<file path="config.mk">
export PLATFORM = sky130hd
export DESIGN_NAME = spm_ex_dma
export DESIGN_NICKNAME = d
export VERILOG_FILES = /design/src/rtl/spm_ex_dma.sv
export SDC_FILE = /design/constraint.sdc
export NUM_CORES = 1
export LEC_CHECK = 0
export CAP_MARGIN = 20
export CORE_ASPECT_RATIO = 0.8
export CORE_MARGIN = 2
export CORE_UTILIZATION = 54
export CTS_BUF_LIST = sky130_fd_sc_hd__clkbuf_8 sky130_fd_sc_hd__clkbuf_16
export DETAILED_ROUTE_END_ITERATION = 16
export HOLD_SLACK_MARGIN = 0.12
export PLACE_DENSITY = 0.86
export RECOVER_POWER = 25
export SLEW_MARGIN = 20
export SYNTH_ARGS = -nofsm -noshare
export SYNTH_HDL_FRONTEND = slang
export SYNTH_SLANG_ARGS = --single-unit
</file>
<file path="constraint.sdc">
create_clock -name clk -period 4.27 [get_ports clk]
set_clock_uncertainty 0.15 [all_clocks]
set_input_delay 0.854 -clock clk [delete_from_list [all_inputs] [get_ports clk]]
set_output_delay 0.854 -clock clk [all_outputs]
set_load 0.03 [all_outputs]
</file>
<file path="src/rtl/spm_ex_dma.sv">
// Host-side burst initiator for the scratchpad external port: streams host words
// into the SPM, or reads SPM words back through a credit-limited FWFT FIFO.
module spm_ex_dma #(
    parameter int A_W      = 8,
    parameter int D_W      = 32,
    parameter int LEN_W    = 9,
    parameter int RD_LAT   = 1,
    parameter int RF_DEPTH = 4
) (
    input  logic                 clk,
    input  logic                 rst,
    input  logic                 cmd_valid,
    output logic                 cmd_ready,
    input  logic                 cmd_dir,
    input  logic [A_W-1:0]       cmd_addr,
    input  logic [LEN_W-1:0]     cmd_len,
    input  logic [1:0]           cmd_lane,
    input  logic                 wr_valid,
    output logic                 wr_ready,
    input  logic [D_W-1:0]       wr_data,
    output logic                 rd_valid,
    input  logic                 rd_ready,
    output logic [D_W-1:0]       rd_data,
    output logic [2+A_W+D_W-1:0] ex_in_bus,
    input  logic [4*D_W-1:0]     ex_out_bus,
    output logic                 busy,
    output logic                 done
);

    localparam int PW    = $clog2(RF_DEPTH);
    localparam int CNT_W = PW + 1;
    localparam logic [LEN_W-1:0] MAX_LEN = LEN_W'(256);

    typedef enum logic [1:0] {S_IDLE, S_WR, S_RD, S_FIN} state_t;

    state_t             r_state;
    logic [A_W-1:0]     r_cur;
    logic [LEN_W-1:0]   r_len;
    logic [LEN_W-1:0]   r_cnt;
    logic [LEN_W-1:0]   r_popped;
    logic [1:0]         r_lane;
    logic               r_wen;
    logic               r_ren;
    logic [A_W-1:0]     r_addr;
    logic [D_W-1:0]     r_data;
    logic [RD_LAT-1:0]  r_pipe;
    logic [D_W-1:0]     r_fifoMem [RF_DEPTH];
    logic [PW-1:0]      r_wptr;
    logic [PW-1:0]      r_rptr;
    logic [CNT_W-1:0]   r_fifoCnt;

    logic [LEN_W-1:0]   w_clampLen;
    logic               w_wrFire;
    logic               w_issue;
    logic               w_push;
    logic               w_pop;
    logic [15:0]        w_used;
    logic [D_W-1:0]     w_laneWord;

    assign w_clampLen = (cmd_len > MAX_LEN) ? MAX_LEN : cmd_len;
    assign cmd_ready  = (r_state == S_IDLE);
    assign busy       = (r_state != S_IDLE);
    assign done       = (r_state == S_FIN);
    assign wr_ready   = (r_state == S_WR) && (r_cnt < r_len);
    assign w_wrFire   = wr_ready && wr_valid;
    assign rd_valid   = (r_fifoCnt != '0);
    assign rd_data    = rd_valid ? r_fifoMem[r_rptr] : '0;
    assign w_pop      = rd_valid && rd_ready;
    assign w_push     = r_pipe[RD_LAT-1];
    assign ex_in_bus  = {r_wen, r_ren, r_addr, r_data};

    // Credits cover every read already on the bus or in the latency pipe, so a
    // returning word always finds a free FIFO slot.
    always_comb begin
        w_used = 16'(r_fifoCnt) + 16'(r_ren);
        for (int i = 0; i < RD_LAT; i++) begin
            w_used = w_used + 16'(r_pipe[i]);
        end
        w_laneWord = '0;
        for (int k = 0; k < 4; k++) begin
            if (r_lane == 2'(k)) begin
                w_laneWord = ex_out_bus[k*D_W +: D_W];
            end
        end
    end

    assign w_issue = (r_state == S_RD) && (r_cnt < r_len) && (w_used < 16'(RF_DEPTH));

    always_ff @(posedge clk or negedge rst) begin
        if (!rst) begin
            r_state  <= S_IDLE;
            r_cur    <= '0;
            r_len    <= '0;
            r_cnt    <= '0;
            r_popped <= '0;
            r_lane   <= '0;
            r_wen    <= 1'b0;
            r_ren    <= 1'b0;
            r_addr   <= '0;
            r_data   <= '0;
        end else begin
            r_wen <= 1'b0;
            r_ren <= 1'b0;
            case (r_state)
                S_IDLE: begin
                    if (cmd_valid) begin
                        r_cur    <= cmd_addr;
                        r_len    <= w_clampLen;
                        r_lane   <= cmd_lane;
                        r_cnt    <= '0;
                        r_popped <= '0;
                        if (w_clampLen == '0) begin
                            r_state <= S_FIN;
                        end else begin
                            r_state <= cmd_dir ? S_RD : S_WR;
                        end
                    end
                end
                S_WR: begin
                    if (w_wrFire) begin
                        r_wen  <= 1'b1;
                        r_addr <= r_cur;
                        r_data <= wr_data;
                        r_cur  <= r_cur + A_W'(1);
                        r_cnt  <= r_cnt + LEN_W'(1);
                        if (r_cnt + LEN_W'(1) == r_len) begin
                            r_state <= S_FIN;
                        end
                    end
                end
                S_RD: begin
                    if (w_issue) begin
                        r_ren  <= 1'b1;
                        r_addr <= r_cur;
                        r_cur  <= r_cur + A_W'(1);
                        r_cnt  <= r_cnt + LEN_W'(1);
                    end
                    if (w_pop) begin
                        r_popped <= r_popped + LEN_W'(1);
                        if (r_popped + LEN_W'(1) == r_len) begin
                            r_state <= S_FIN;
                        end
                    end
                end
                default: r_state <= S_IDLE;
            endcase
        end
    end

    // Read-return pipe and FIFO bookkeeping; push and pop may coincide.
    always_ff @(posedge clk or negedge rst) begin
        if (!rst) begin
            r_pipe    <= '0;
            r_wptr    <= '0;
            r_rptr    <= '0;
            r_fifoCnt <= '0;
        end else begin
            r_pipe[0] <= r_ren;
            for (int i = 1; i < RD_LAT; i++) begin
                r_pipe[i] <= r_pipe[i-1];
            end
            if (w_push) begin
                r_wptr <= r_wptr + PW'(1);
            end
            if (w_pop) begin
                r_rptr <= r_rptr + PW'(1);
            end
            r_fifoCnt <= r_fifoCnt + CNT_W'(w_push) - CNT_W'(w_pop);
        end
    end

    always_ff @(posedge clk) begin
        if (w_push) begin
            r_fifoMem[r_wptr] <= w_laneWord;
        end
    end

endmodule
</file>
== After elaboration in Yosys (flattened, before gate mapping) ==
Memories as Yosys holds them, arrays and structs flattened.
Index checks and enable logic that the tools add are counted.

* Add/sub/neg operators: 9
* Multipliers: 0
* Divide/modulo/power cells: 0
* Order comparisons: 3
* Equal/unequal tests: 14
* Shift-type cells: 0
* Mux-type cells: 33
* Bitwise operators: 0
* Reduce and logical (&&, ||, !) cells: 19

{| class="wikitable"
|+ Operators by type and width
! kind !! count
|-
| $mux 32 || 5
|-
| $mux 9 || 5
|-
| $mux 8 || 5
|-
| $pmux 9 s3 || 1
|-
| $pmux 8 s3 || 1
|-
| $add 9x1->9 const B || 2
|-
| $eq 9x9->1 || 2
|-
| $pmux 9 s2 || 1
|-
| $pmux 8 s2 || 1
|-
| $mux 2 || 7
|-
| $gt 9x9->1 const B || 1
|-
| $logic_not 9->1 || 1
|-
| $lt 9x9->1 || 1
|-
| $add 8x1->8 const B || 1
|-
| $eq 2x2->1 const B || 4
|-
| $ne 2x2->1 const B || 4
|-
| $mux 1 || 6
|-
| $pmux 2 s3 || 1
|-
| $reduce_and 3->1 || 2
|-
| $reduce_bool 2->1 || 3
|-
| $reduce_bool 3->1 || 2
|-
| $add 4x1->5 || 1
|-
| $logic_and 1x1->1 || 5
|-
| $lt 5x3->1 const B || 1
|-
| 10 further kinds || 15
|}

* Register bits: 89
* Latch bits: 0
* Bits in writable memories: 128
* Memory bits (read-only): 0
* Bits of input ports: 185
* Output and inout bits: 79
* Logic and storage cells: 93
* Memories kept: 1

{| class="wikitable"
|+ Memory list
! memory !! depth !! bits a word !! read ports !! clocked after memory_dff !! write ports !! RTL line !! text
|-
| r_fifoMem || 4 || 32 || 1 || 0 || 1 || 47 || <nowiki>logic [D_W-1:0] r_fifoMem [RF_DEPTH];</nowiki>
|}

== Logic depth before layout (Yosys ltp) ==
Gate-level depths: netlist of run 1.

* Depth after elaboration: 6
* Mapped depth: 11
* Gate-level depth less buffers: 9

== Worst setup path before layout of run 1 ==
No wires, ideal clock.

* Path type: reg2out
* Start point: register r_len[2]
* End point: output port wr_ready
* Arrival: 2.034 ns
* Required time: 3.266 ns
* Setup slack: 1.232 ns
* Cell stages (with the launch flop): 8
* Buffers on the path: 1
* Cells stage by stage: dfrtp_1 > clkbuf_1 > inv_1 > ha_1 > o211a_1 > o31ai_2 > a31oi_2 > nor3_1

* Longest elaborated chain between the ends: 2

{| class="wikitable"
|+ Ends and longest elaborated chain
! what !! RTL line !! text
|-
| start, declared || 38 || <nowiki>logic [LEN_W-1:0] r_len;</nowiki>
|-
| start signal, assigned || 108 || <nowiki>r_len <= w_clampLen;</nowiki>
|-
| $lt 9x9->1 || 64 || <nowiki>assign wr_ready = (r_state == S_WR) && (r_cnt < r_len);</nowiki>
|-
| $logic_and 1x1->1 || 64 ||
|-
| end, declared || 19 || <nowiki>output logic wr_ready,</nowiki>
|}

Every way passes these cells.

== Worst setup path in the final report of run 1 ==
Same ends and word-level chain as after synthesis.

==> results of run 1 <==
-- cells in the final DEF, fill, tap and decap left out, types with 4 or more instances in the layout --
master,Yosys,routed
sky130_fd_sc_hd__a211o_1,5,5
sky130_fd_sc_hd__a21oi_1,7,7
sky130_fd_sc_hd__a22o_1,4,4
sky130_fd_sc_hd__and2_1,7,6
sky130_fd_sc_hd__and3_1,7,7
sky130_fd_sc_hd__buf_4,3,10
sky130_fd_sc_hd__clkbuf_16,0,22
sky130_fd_sc_hd__clkdlybuf4s50_1,0,262
sky130_fd_sc_hd__clkinv_2,0,6
sky130_fd_sc_hd__dfrtp_1,89,87
sky130_fd_sc_hd__edfxtp_1,128,128
sky130_fd_sc_hd__ha_1,25,25
sky130_fd_sc_hd__inv_1,26,28
sky130_fd_sc_hd__mux2_2,48,48
sky130_fd_sc_hd__mux2i_1,4,4
sky130_fd_sc_hd__mux4_2,64,64
sky130_fd_sc_hd__nand2_1,31,31
sky130_fd_sc_hd__nand2b_1,24,24
sky130_fd_sc_hd__nand3_1,14,14
sky130_fd_sc_hd__nand3b_1,11,11
sky130_fd_sc_hd__nor2_1,7,7
sky130_fd_sc_hd__nor2b_1,34,34
sky130_fd_sc_hd__nor3_1,9,8
sky130_fd_sc_hd__nor4_1,10,10
sky130_fd_sc_hd__o211ai_1,4,4
sky130_fd_sc_hd__o21ai_0,26,26
sky130_fd_sc_hd__o31ai_1,10,10
sky130_fd_sc_hd__o41ai_1,7,7
sky130_fd_sc_hd__or3_1,4,4
sky130_fd_sc_hd__xnor2_1,15,15
sky130_fd_sc_hd__xor2_1,8,8
-- sequential cells by signal, summed over array words and instances (netlist names), 2 cells and up --
register   flops
r_fifoMem    128
r_data        32
r_cnt          9
r_len          9
r_popped       9
r_addr         8
r_cur          8
r_fifoCnt      3
r_lane         2
r_rptr         2
r_state        2
r_wptr         2
-- kinds of logic (layout without fill, tap and decap cells) --
logic type / after synthesis / in the layout / synth area share
compound gates: 93 / 93 / 0.0626
xor+xnor: 24 / 24 / 0.0211
fa+ha+maj: 26 / 26 / 0.0313
buf+inv: 78 / 343 / 0.0309
flops: 217 / 217 / 0.571
mux: 116 / 116 / 0.190
simple gates: 171 / 171 / 0.0935
-- layout make-up --
type,count,area [um^2],area share
Multi-Input combinational cell,430,4240,0.298
Sequential cell,217,6070,0.427
Inverter,26,97.6,0.00686
Clock buffer,23,564,0.0397
Tap cell,258,323,0.0227
Timing Repair Buffer,277,2750,0.193
Clock inverter,17,170,0.0120
-- metal layers --
metal	wire (um)	vias up	share of wire	GRT usage
met4	646	0	0.026	0.0646
met1	10100	3610	0.40	0.325
met3	1710	51	0.068	0.0423
met2	12600	306	0.50	0.413
met5	0	-	0	0
li1	-	3277	-	-
-- per-stage QoR --
stage	instances	setup WS [ns]	power, mW	area, um^2	utilization
final	1248	0.462	10.7	14200	0.743
after global routing	1248	0.320	11.3	14200	0.743
after CTS	1248	0.402	10.8	14200	0.743
after detailed placement	1208	0.892	8.77	13500	0.705
after global placement	1208	0.970	8.63	13500	0.705
after floorplan	725	1.23	6.98	10600	-
-- worst paths after layout --
check                         start         to  cells after the start
max in group asynchronous       rst  r_rptr[0]                      1
max reg2reg                r_cnt[4]   r_cur[1]                      7
min                           r_ren     r_pipe                      0
max                        r_len[2]   wr_ready                      7
min reg2reg                   r_ren     r_pipe                      0
min in group asynchronous       rst  r_addr[0]                      1
-- power breakdown --
group | internal [mW] | switching [mW] | leakage, nW | total (mW)
logic | 2.53 | 2.79 | 2.67 | 5.31
registers | 2.94 | 0.501 | 2.25 | 3.44
clock network | 1.14 | 0.792 | 0.367 | 1.94
==> impl_summary.log, run 1 <==
[metrics] status: finished with violations
[metrics] failing checks: max-capacitance violations, max-slew violations
[metrics] TNS Setup: 0 ns
[metrics] clock tree buffer depth: 3
[metrics] overall die height: ~130 um
[metrics] count of hold-fix buffers inserted at cts: 0
[metrics] number of antenna violations at the first check in global routing: 1
[metrics] sequential-to-total area share from yosys stat: 0.571
[metrics] final worst path period share: 0.892
[metrics] share of flip-flops with an asynchronous set or reset after synthesis: 0.410
[metrics] cell count after synthesis: roughly 730
[metrics] Final Max Tran Viols: 114
[metrics] TritonCTS buffer count: 22
[metrics] Main synth FF type: sky130_fd_sc_hd__edfxtp_1
[metrics] Vias: approximately 7.2k
[metrics] Clk pin slew, worst setup/hold paths: about 0.060 ns
[metrics] routed wire length: 25100 um
[metrics] number of nets produced by synthesis: 936
[metrics] setup slack, reg-to-reg: between 0.8 and 0.9 ns
[metrics] max frequency: 263 MHz
[metrics] most common library cells after synthesis: 128 x sky130_fd_sc_hd__edfxtp_1, 89 x sky130_fd_sc_hd__dfrtp_1, 64 x sky130_fd_sc_hd__mux4_2
[metrics] element type at the critical path start: register
[metrics] fraction of final layout cells sized beyond drive strength 1: 0.172
[metrics] Pre-antenna DRT Iters: 5
[metrics] Power Dens Cells: around 750 nW/um^2
[metrics] transition time at the pin with the least slew margin: between 2 and 2.5 ns
[metrics] post-synth top area cell: sky130_fd_sc_hd__edfxtp_1
[metrics] HPWL after detailed placement: 17500 um
[metrics] type of the worst setup path: register to primary output
[metrics] top cells by area in the synthesized netlist: sky130_fd_sc_hd__edfxtp_1 36%, sky130_fd_sc_hd__dfrtp_1 21%, sky130_fd_sc_hd__mux4_2 14%
[metrics] synthesis-stage register bit count: about 220
[metrics] maximum vdd ir drop: between 0.5 and 0.6 mV
[metrics] remaining global-route overflow: 0
[metrics] clock latency on the worst-skew pair: approximately 0.5 ns
[metrics] Post-synth EDFFs: 128
[metrics] post-layout minimum cycle time: approximately 3.8 ns
[metrics] Critical path buffers and inverters: 2
[metrics] post-CTS setup buffer count: 0
[metrics] Syn Std Cell Area: about 11000 um^2
[metrics] kind of path behind the tightest hold check: register to register
[metrics] Site Rows: between 40 and 50
[metrics] Leak Pwr: 5.29 nW
[metrics] Slew HR: -0.373
[metrics] root buffer cell: sky130_fd_sc_hd__clkbuf_16
[metrics] number of global-route vias before repair: roughly 7.3k
[metrics] CTS tree: done
[metrics] Setup crit end kind: primary output
[metrics] PortBufs: roughly 260
[metrics] CTS H-Tree Depth: 1
[metrics] vias per cell: between 5 and 6
[metrics] initial standard-cell utilization of the core: 0.556
[metrics] antenna diode instance count: 0
[metrics] sinks on the clock net: roughly 220
[metrics] leading cell type by number of instances after synthesis: sky130_fd_sc_hd__edfxtp_1
[metrics] top cell type's share of synthesized area: 0.361
[metrics] stage delay of the slowest cell on the critical path: 0.73 ns
[metrics] data arrival time at the worst-slack endpoint: about 2.8 ns
[metrics] count of synthesis-stage warnings from yosys: 0
[metrics] Final setup violation count: 0
[metrics] area overhead of the layout relative to synthesis: 33.7%
[metrics] Iter 0 DRT Violations: ~470
[metrics] mean cell area of the mapped netlist: roughly 15 um^2
[metrics] family of cells with the greatest summed delay on the critical path: buffers and inverters
[metrics] number of failing hold endpoints at the final stage: 0
[metrics] Yosys cell types: between 60 and 70
[metrics] pin count of the biggest net entering global routing: 81
[metrics] post-cts resize count: 0
[metrics] WHS: approximately 0.26 ns
[metrics] highest fanout seen on the critical path: 8
[metrics] Ports: between 200 and 300
[metrics] nets@finish: between 1k and 1.5k
[metrics] CP Data Required Time: approximately 3.3 ns
[metrics] Core Area: ~19000 um^2
[metrics] number of fill cells: around 1.2k
[metrics] RSZ-0062 raised after global routing: false
[metrics] remaining design rule violation count: 0
[metrics] highest-delay cell along the critical path: sky130_fd_sc_hd__clkdlybuf4s50_1
[metrics] gpl congestion: 0.896
[metrics] number of nets still failing antenna checks after routing: 0
[metrics] Horiz. Die Dim: approximately 160 um
[metrics] global-route wire length before repair: approximately 39000 um
[metrics] count of max-cap constraint violations: 2
[metrics] routed len/inst: between 20 and 25 um
[metrics] Die Area: between 20000 and 25000 um^2
[metrics] total global-route track usage: 0.241
[metrics] cell-by-cell listing of the critical path: inv_1 -> ha_1 -> o211a_1 -> o31ai_2 -> a31oi_2 -> nor3_1 -> clkdlybuf4s50_1
(Power assumes the default switching activity.)
==> inputs of run 2 (changes only) <==
--- a/config.mk
+++ b/config.mk
@@ -6,14 +6,17 @@
 export NUM_CORES = 1
 export LEC_CHECK = 0
 export CAP_MARGIN = 20
+export CELL_PAD_IN_SITES_DETAIL_PLACEMENT = 2
+export CELL_PAD_IN_SITES_GLOBAL_PLACEMENT = 2
 export CORE_ASPECT_RATIO = 0.8
 export CORE_MARGIN = 2
-export CORE_UTILIZATION = 54
+export CORE_UTILIZATION = 37
 export CTS_BUF_LIST = sky130_fd_sc_hd__clkbuf_8 sky130_fd_sc_hd__clkbuf_16
 export DETAILED_ROUTE_END_ITERATION = 16
 export HOLD_SLACK_MARGIN = 0.12
-export PLACE_DENSITY = 0.86
+export PLACE_DENSITY_LB_ADDON = 0.1
 export RECOVER_POWER = 25
+export SETUP_SLACK_MARGIN = 0.4
 export SLEW_MARGIN = 20
 export SYNTH_ARGS = -nofsm -noshare
 export SYNTH_HDL_FRONTEND = slang
==> constraint.sdc (replaced) <==
create_clock -name clk -period 4.5 [get_ports clk]
set_clock_uncertainty 0.15 [all_clocks]
set_input_delay 0.9 -clock clk [delete_from_list [all_inputs] [get_ports clk]]
set_output_delay 0.9 -clock clk [all_outputs]
set_load 0.03 [all_outputs]
==> run 2 against run 1 <==
The run still ends with max-capacitance violations, max-slew violations left. Largest cell class unchanged. Critical endpoint is now rd_data[3]. Final cell count up 8.9%. Sequential power down 3%. Count of clock-buffer cells in the layout increased by 5. Flip-flop and latch count unchanged. Non-clock buffer count decreased by 6. Register-to-register slack improved by 0.06 ns. Utilization fell by 24 points. Via count grew 1.2%. Hold slack improved by 0.020 ns. Sequential share of layout area shrank 0.39 points. Combinational power is 3% lower. Wire length is 27% higher.
==> impl_summary.log, run 2 (synthesis results as in run 1) <==
[metrics] Ports: 264 (unchanged)
[metrics] Die Area: 30100 um^2 (+45%)
[metrics] transition time at the pin with the least slew margin: 2.53 ns (+0.474 ns)
[metrics] final worst path period share: 0.852
[metrics] Final setup violation count: 0 (unchanged)
[metrics] Iter 0 DRT Violations: 334 (-28%)
[metrics] status: finished with violations
[metrics] fraction of final layout cells sized beyond drive strength 1: 0.170 (-0.00168)
[metrics] TritonCTS buffer count: 24 (+9.1%)
[metrics] PortBufs: 263 (unchanged)
[metrics] kind of path behind the tightest hold check: register to register
[metrics] highest fanout seen on the critical path: 18 (+10)
[metrics] CTS H-Tree Depth: 1 (unchanged)
[metrics] leading cell type in the layout, fill and taps excluded: sky130_fd_sc_hd__clkdlybuf4s50_1
[metrics] Pre-antenna DRT Iters: 4 (-1)
[metrics] number of antenna violations at the first check in global routing: 1 (unchanged)
[metrics] global-route wire length before repair: 50400 um (+28%)
[metrics] Power Dens Cells: 722 nW/um^2 (-3.9%)
[metrics] RSZ-0062 raised after global routing: false
[metrics] remaining design rule violation count: 0 (unchanged)
[metrics] Final WS setup: 0.665 ns (+0.204 ns)
[metrics] register with the most flip-flops: r_fifoMem
[metrics] pin count of the biggest net entering global routing: 67 (-17%)
[metrics] Horiz. Die Dim: 194 um (+20%)
[metrics] vias per cell: 5.40 (-7.0%)
[metrics] overall die height: 156 um (+20%)
[metrics] count of hold-fix buffers inserted at cts: 0 (unchanged)
[metrics] initial standard-cell utilization of the core: 0.376 (-0.180)
[metrics] count of max-cap constraint violations: 4 (+2)
[metrics] clock tree buffer depth: 3 (unchanged)
[metrics] remaining global-route overflow: 0 (unchanged)
[metrics] CP Data Required Time: 3.45 ns (+0.18 ns)
[metrics] TNS Setup: 0 ns (unchanged)
[metrics] DP Worst Slack: 0.895 ns (+0.00345 ns)
[metrics] data arrival time at the worst-slack endpoint: 2.78 ns (-0.02 ns)
[metrics] root buffer cell: sky130_fd_sc_hd__clkbuf_16
[metrics] type of the worst setup path: register to primary output
[metrics] area overhead of the layout relative to synthesis: 34.9%
[metrics] post-CTS setup buffer count: 0 (unchanged)
[metrics] Leak Pwr: 5.31 nW (+0.45%)
[metrics] registers with the highest flip-flop counts: r_fifoMem x128, r_data x32
[metrics] Slew HR: -0.691 (-0.317)
[metrics] flip-flop count of the largest register, all copies and words added: 128 (unchanged)
[metrics] Setup crit end kind: primary output
[metrics] maximum vdd ir drop: 0.310 mV (-46%)
[metrics] number of failing hold endpoints at the final stage: 0 (unchanged)
[metrics] number of global-route vias before repair: 8382 (+15%)
[metrics] post-layout minimum cycle time: around 3.8 ns
[metrics] fraction of the core area covered by cells at the end of the flow: 0.508 (-0.235)
[metrics] total power consumption of the routed design: 10.4 mW (-3.0%)
[metrics] gpl congestion: 0.837 (-6.6%)
[metrics] number of nets still failing antenna checks after routing: 0 (unchanged)
[metrics] max frequency: approximately 260 MHz
[metrics] routed len/inst: 23.4 um (+17%)
[metrics] Clk pin slew, worst setup/hold paths: 0.06 ns (about the same)
[metrics] HPWL after detailed placement: 23100 um (+32%)
[metrics] post-cts resize count: 0 (unchanged)
[metrics] commonest cells after routing, fill and taps aside: 261 x sky130_fd_sc_hd__clkdlybuf4s50_1, 128 x sky130_fd_sc_hd__edfxtp_1, 88 x sky130_fd_sc_hd__dfrtp_1, 64 x sky130_fd_sc_hd__mux4_2, 48 x sky130_fd_sc_hd__mux2_2
[metrics] Site Rows: 55 (+22%)
[metrics] Final Max Tran Viols: 159 (+39%)
[metrics] number of fill cells: 2605 (+110%)
[metrics] clock latency on the worst-skew pair: 0.52 ns (+0.02 ns)
[metrics] CTS tree: done
[metrics] element type at the critical path start: register
[metrics] nets@finish: 1181 (-0.34%)
[metrics] Vias: 7334 (+1.2%)
[metrics] routed wire length: 31900 um (+27%)
[metrics] sinks on the clock net: 217 (unchanged)
[metrics] total global-route track usage: 0.213 (-0.0274)
[metrics] Core Area: 28300 um^2 (+48%)
[metrics] failing checks: max-capacitance violations, max-slew violations
run 2: cell count changes in the layout (fill, tap and decap cells not counted), moves of 2 or more:
| cell | change |
|---|---|
| sky130_fd_sc_hd__dfrtp_2 | -2 |
| sky130_fd_sc_hd__clkbuf_16 | +2 |
| sky130_fd_sc_hd__and2_1 | -3 |
| sky130_fd_sc_hd__clkinv_2 | -3 |
| sky130_fd_sc_hd__buf_4 | -4 |
| sky130_fd_sc_hd__bufinv_16 | -2 |
| sky130_fd_sc_hd__clkbuf_8 | +3 |
| sky130_fd_sc_hd__and2_2 | +3 |
| sky130_fd_sc_hd__inv_1 | +6 |
| sky130_fd_sc_hd__clkinv_1 | -3 |
run 2: worst paths after layout:
path	from	endpoint	slack, ns	depth (start not counted)
min in group asynchronous	rst	r_data[18]	0.72	1
max in group asynchronous	rst	r_len[3]	1.28	2
worst min register to register	r_ren	r_pipe	0.28	0
worst max register to register	r_len[2]	r_cur[1]	0.88	8
worst min-delay path	r_ren	r_pipe	0.28	0
worst max-delay path	r_rptr[0]	rd_data[3]	0.67	4
run 2: report_power, final:
part	switching, mW	total, mW	leakage [nW]	internal [mW]
Combinational	2.78	5.17	2.65	2.39
Sequential	0.524	3.32	2.25	2.79
Clock	0.786	1.88	0.404	1.10
run 2: area by class of cell:
type | instances | area [um^2] | area share
flip-flops and latches | 217 | 6070 | 0.423
multi-input cells | 430 | 4250 | 0.296
repair buffers | 271 | 2700 | 0.188
clock buffers | 28 | 656 | 0.0457
well taps | 370 | 463 | 0.0322
clock inverters | 16 | 115 | 0.00802
inverters | 26 | 97.6 | 0.00680
diodes | 1 | 2.50 | 0.000174
run 2: per-stage QoR:
stage          hold slack, ns  cells  instance area [um^2]
4_1_cts                 0.275   1358                 14400
3_5_place_dp            0.261   1314                 13600
6_report                0.283   1359                 14400
2_1_floorplan           0.225    725                 10600
3_3_place_gp            0.269   1314                 13600
5_1_grt                 0.300   1359                 14400
run 2: worst max-delay path, cell delays in order (launching register included):
cell                              delay, ns
sky130_fd_sc_hd__dfrtp_4               0.65
sky130_fd_sc_hd__buf_12                0.25
sky130_fd_sc_hd__mux4_2                0.53
sky130_fd_sc_hd__nor2b_1               0.17
sky130_fd_sc_hd__clkdlybuf4s50_1       0.64
run 2: routing by layer:
layer / vias to the layer above / share of wire / global-route usage
met4: 0 / 0.016 / 0.0367
met3: 32 / 0.045 / 0.0307
met2: 206 / 0.51 / 0.384
met5: - / 0 / 0
met1: 3830 / 0.43 / 0.279
li1: 3266 / - / -
==> inputs of run 3 (changes only) <==
--- a/config.mk
+++ b/config.mk
@@ -9,7 +9,7 @@
 export CELL_PAD_IN_SITES_DETAIL_PLACEMENT = 2
 export CELL_PAD_IN_SITES_GLOBAL_PLACEMENT = 2
 export CORE_ASPECT_RATIO = 0.8
-export CORE_MARGIN = 2
+export CORE_MARGIN = 3
 export CORE_UTILIZATION = 37
 export CTS_BUF_LIST = sky130_fd_sc_hd__clkbuf_8 sky130_fd_sc_hd__clkbuf_16
 export DETAILED_ROUTE_END_ITERATION = 16
==> run 3 against run 2 <==
The run still ends with max-capacitance violations, max-slew violations left. Cell area is 0.21% higher. Non-clock buffer count is 3 higher. Worst setup slack worse by 0.0065 ns. Critical endpoint is now rd_data[26]. Largest power group unchanged.
==> impl_summary.log, run 3 (synthesis results as in run 1) <==
[metrics] TritonCTS buffer count: 24 (unchanged)
[metrics] number of antenna violations at the first check in global routing: 2 (+1)
[metrics] Design Area, Final: 14400 um^2 (+0.21%)
[metrics] transition time at the pin with the least slew margin: 2.77 ns (+0.234 ns)
[metrics] Slew HR: -0.846 (-0.156)
[metrics] CP Data Required Time: 3.45 ns (about the same)
[metrics] status: finished with violations
[metrics] clock tree buffer depth: 3 (unchanged)
[metrics] root buffer cell: sky130_fd_sc_hd__clkbuf_16
[metrics] DP Worst Slack: 1.01 ns (+0.118 ns)
[metrics] register with the most flip-flops: r_fifoMem
[metrics] Iter 0 DRT Violations: 374 (+12%)
[metrics] final worst path period share: 0.854 (+0.00145)
[metrics] clock latency on the worst-skew pair: 0.52 ns (about the same)
[metrics] number of fill cells: 2574 (-1.2%)
[metrics] area overhead of the layout relative to synthesis: 35.2%
[metrics] flip-flop count of the largest register, all copies and words added: 128 (unchanged)
[metrics] Leak Pwr: 5.32 nW (+0.14%)
[metrics] post-detailed-placement cell area: 13600 um^2 (about the same)
[metrics] vias per cell: 5.45 (+1.0%)
[metrics] sinks on the clock net: 217 (unchanged)
[metrics] Setup crit end kind: primary output
[metrics] initial standard-cell utilization of the core: 0.383 (+0.00697)
[metrics] PortBufs: 263 (unchanged)
[metrics] Horiz. Die Dim: 196 um (+1.0%)
[metrics] commonest cells after routing, fill and taps aside: 261 x sky130_fd_sc_hd__clkdlybuf4s50_1, 128 x sky130_fd_sc_hd__edfxtp_1, 86 x sky130_fd_sc_hd__dfrtp_1, 64 x sky130_fd_sc_hd__mux4_2, 48 x sky130_fd_sc_hd__mux2_2
[metrics] number of placed cells counting well taps: 1311 (-0.23%)
[metrics] Power Dens Cells: 736 nW/um^2 (+1.9%)
[metrics] highest fanout seen on the critical path: 16 (-2)
[metrics] number of failing hold endpoints at the final stage: 0 (unchanged)
[metrics] gpl congestion: 0.846 (+1.1%)
[metrics] routed len/inst: 25.4 um (+8.3%)
[metrics] leading cell type in the layout, fill and taps excluded: sky130_fd_sc_hd__clkdlybuf4s50_1
[metrics] type of the worst setup path: register to primary output
[metrics] Final Max Tran Viols: 98 (-38%)
[metrics] Die Area: 30800 um^2 (+2.3%)
[metrics] Site Rows: 54 (-1.8%)
[metrics] max frequency: 260 MHz (-0.17%)
[metrics] overall die height: 158 um (+1.3%)
[metrics] Final setup violation count: 0 (unchanged)
[metrics] Core Area: 27800 um^2 (-1.8%)
[metrics] Clk pin slew, worst setup/hold paths: 0.06 ns (about the same)
[metrics] registers with the highest flip-flop counts: r_fifoMem x128, r_data x32
[metrics] maximum vdd ir drop: 0.407 mV (+31%)
[metrics] routed wire length: 34400 um (+8.1%)
[metrics] number of nets still failing antenna checks after routing: 0 (unchanged)
[metrics] nets@finish: 1184 (+0.25%)
[metrics] data arrival time at the worst-slack endpoint: 2.79 ns (about the same)
[metrics] failing checks: max-capacitance violations, max-slew violations
[metrics] number of global-route vias before repair: 8446 (+0.76%)
[metrics] kind of path behind the tightest hold check: input pin to async pin
[metrics] count of max-cap constraint violations: 3 (-1)
[metrics] final cell count without fillers: 1356 (-0.22%)
[metrics] fraction of final layout cells sized beyond drive strength 1: 0.176 (+0.00554)
[metrics] remaining global-route overflow: 0 (unchanged)
[metrics] cell-by-cell listing of the critical path: buf_4 -> mux4_2 -> nor2b_1 -> clkdlybuf4s50_1
[metrics] post-layout minimum cycle time: 3.84 ns (+0.00653 ns)
[metrics] Ports: 264 (unchanged)
[metrics] Pre-antenna DRT Iters: 5 (+1)
[metrics] CTS tree: done
[metrics] remaining design rule violation count: 0 (unchanged)
[metrics] stage delay of the slowest cell on the critical path: 0.63 ns (-0.02 ns)
[metrics] highest-delay cell along the critical path: sky130_fd_sc_hd__dfrtp_4
[metrics] RSZ-0062 raised after global routing: false
[metrics] element type at the critical path start: register
[metrics] total global-route track usage: 0.219 (+0.00537)
[metrics] HPWL after detailed placement: 24500 um (+5.9%)
[metrics] pin count of the biggest net entering global routing: 60 (-10%)
[metrics] TNS Setup: 0 ns (unchanged)
[metrics] CTS H-Tree Depth: 1 (unchanged)
[metrics] global-route wire length before repair: 52300 um (+3.8%)
[metrics] Final WS setup: 0.659 ns (-0.00653 ns)
[metrics] Vias: 7392 (+0.79%)
## run 3: cell types whose count changed in the layout (fill, tap and decap cells not counted), sizes merged
cell	before	now
clkinv	5	8
clkbuf	30	29
inv	34	30
buf	7	11
bufinv	1	2
## run 3: layer usage
metal | global-route usage | part of all wire
met1 | 0.281 | 0.42
met2 | 0.396 | 0.51
met3 | 0.0372 | 0.051
met4 | 0.0428 | 0.018
met5 | 0 | 0.00035
## run 3: critical path: cells and delay by family (launching register included)
kind	cells	cell delay [ns]
buffers and inverters	2	0.94
DFF	1	0.63
and+or+nand+nor	1	0.15
muxes	1	0.54
## run 3: worst paths after layout
path / start / to / slack (ns) / cells past startpoint
max: r_rptr[0] / rd_data[26] / 0.66 / 4
min: rst / r_data[14] / 0.31 / 1
max reg2reg: r_len[2] / r_cnt[4] / 1.26 / 8
min reg2reg: r_ren / r_pipe / 0.34 / 0
max in group asynchronous: rst / r_data[0] / 1.89 / 2
min in group clk: r_ren / r_pipe / 0.34 / 0
## run 3: area by class of cell
| cell class | instances | area [um^2] | area share |
|---|---|---|---|
| Tap cell | 364 | 455 | 0.0317 |
| Inverter | 26 | 97.6 | 0.00678 |
| Clock inverter | 16 | 139 | 0.00965 |
| Timing Repair Buffer | 274 | 2710 | 0.188 |
| Antenna cell | 1 | 2.50 | 0.000174 |
| Multi-Input combinational cell | 430 | 4250 | 0.295 |
| Clock buffer | 28 | 656 | 0.0456 |
| Sequential cell | 217 | 6080 | 0.422 |
## run 3: report_power, final
group / switching [mW] / internal [mW] / leakage [nW]
combinational: 2.79 / 2.40 / 2.66
sequential: 0.627 / 2.80 / 2.25
clock: 0.814 / 1.15 / 0.404
total: 4.23 / 6.35 / 5.32
## run 3: what timing repair did
action / CTS / global route
buffers inserted: 0 / 0
gates resized for setup: 0 / 2
hold buffers: 0 / 0
setup endpoints to repair: 0 / 15
## run 3: stage by stage
step	hold WS, ns	utilization	total power, mW
after global routing	0.344	0.518	11.2
final	0.311	0.518	10.6
after floorplan	0.225	-	6.63
after global placement	0.327	0.489	8.33
after detailed placement	0.335	0.489	8.67
after CTS	0.345	0.518	10.7
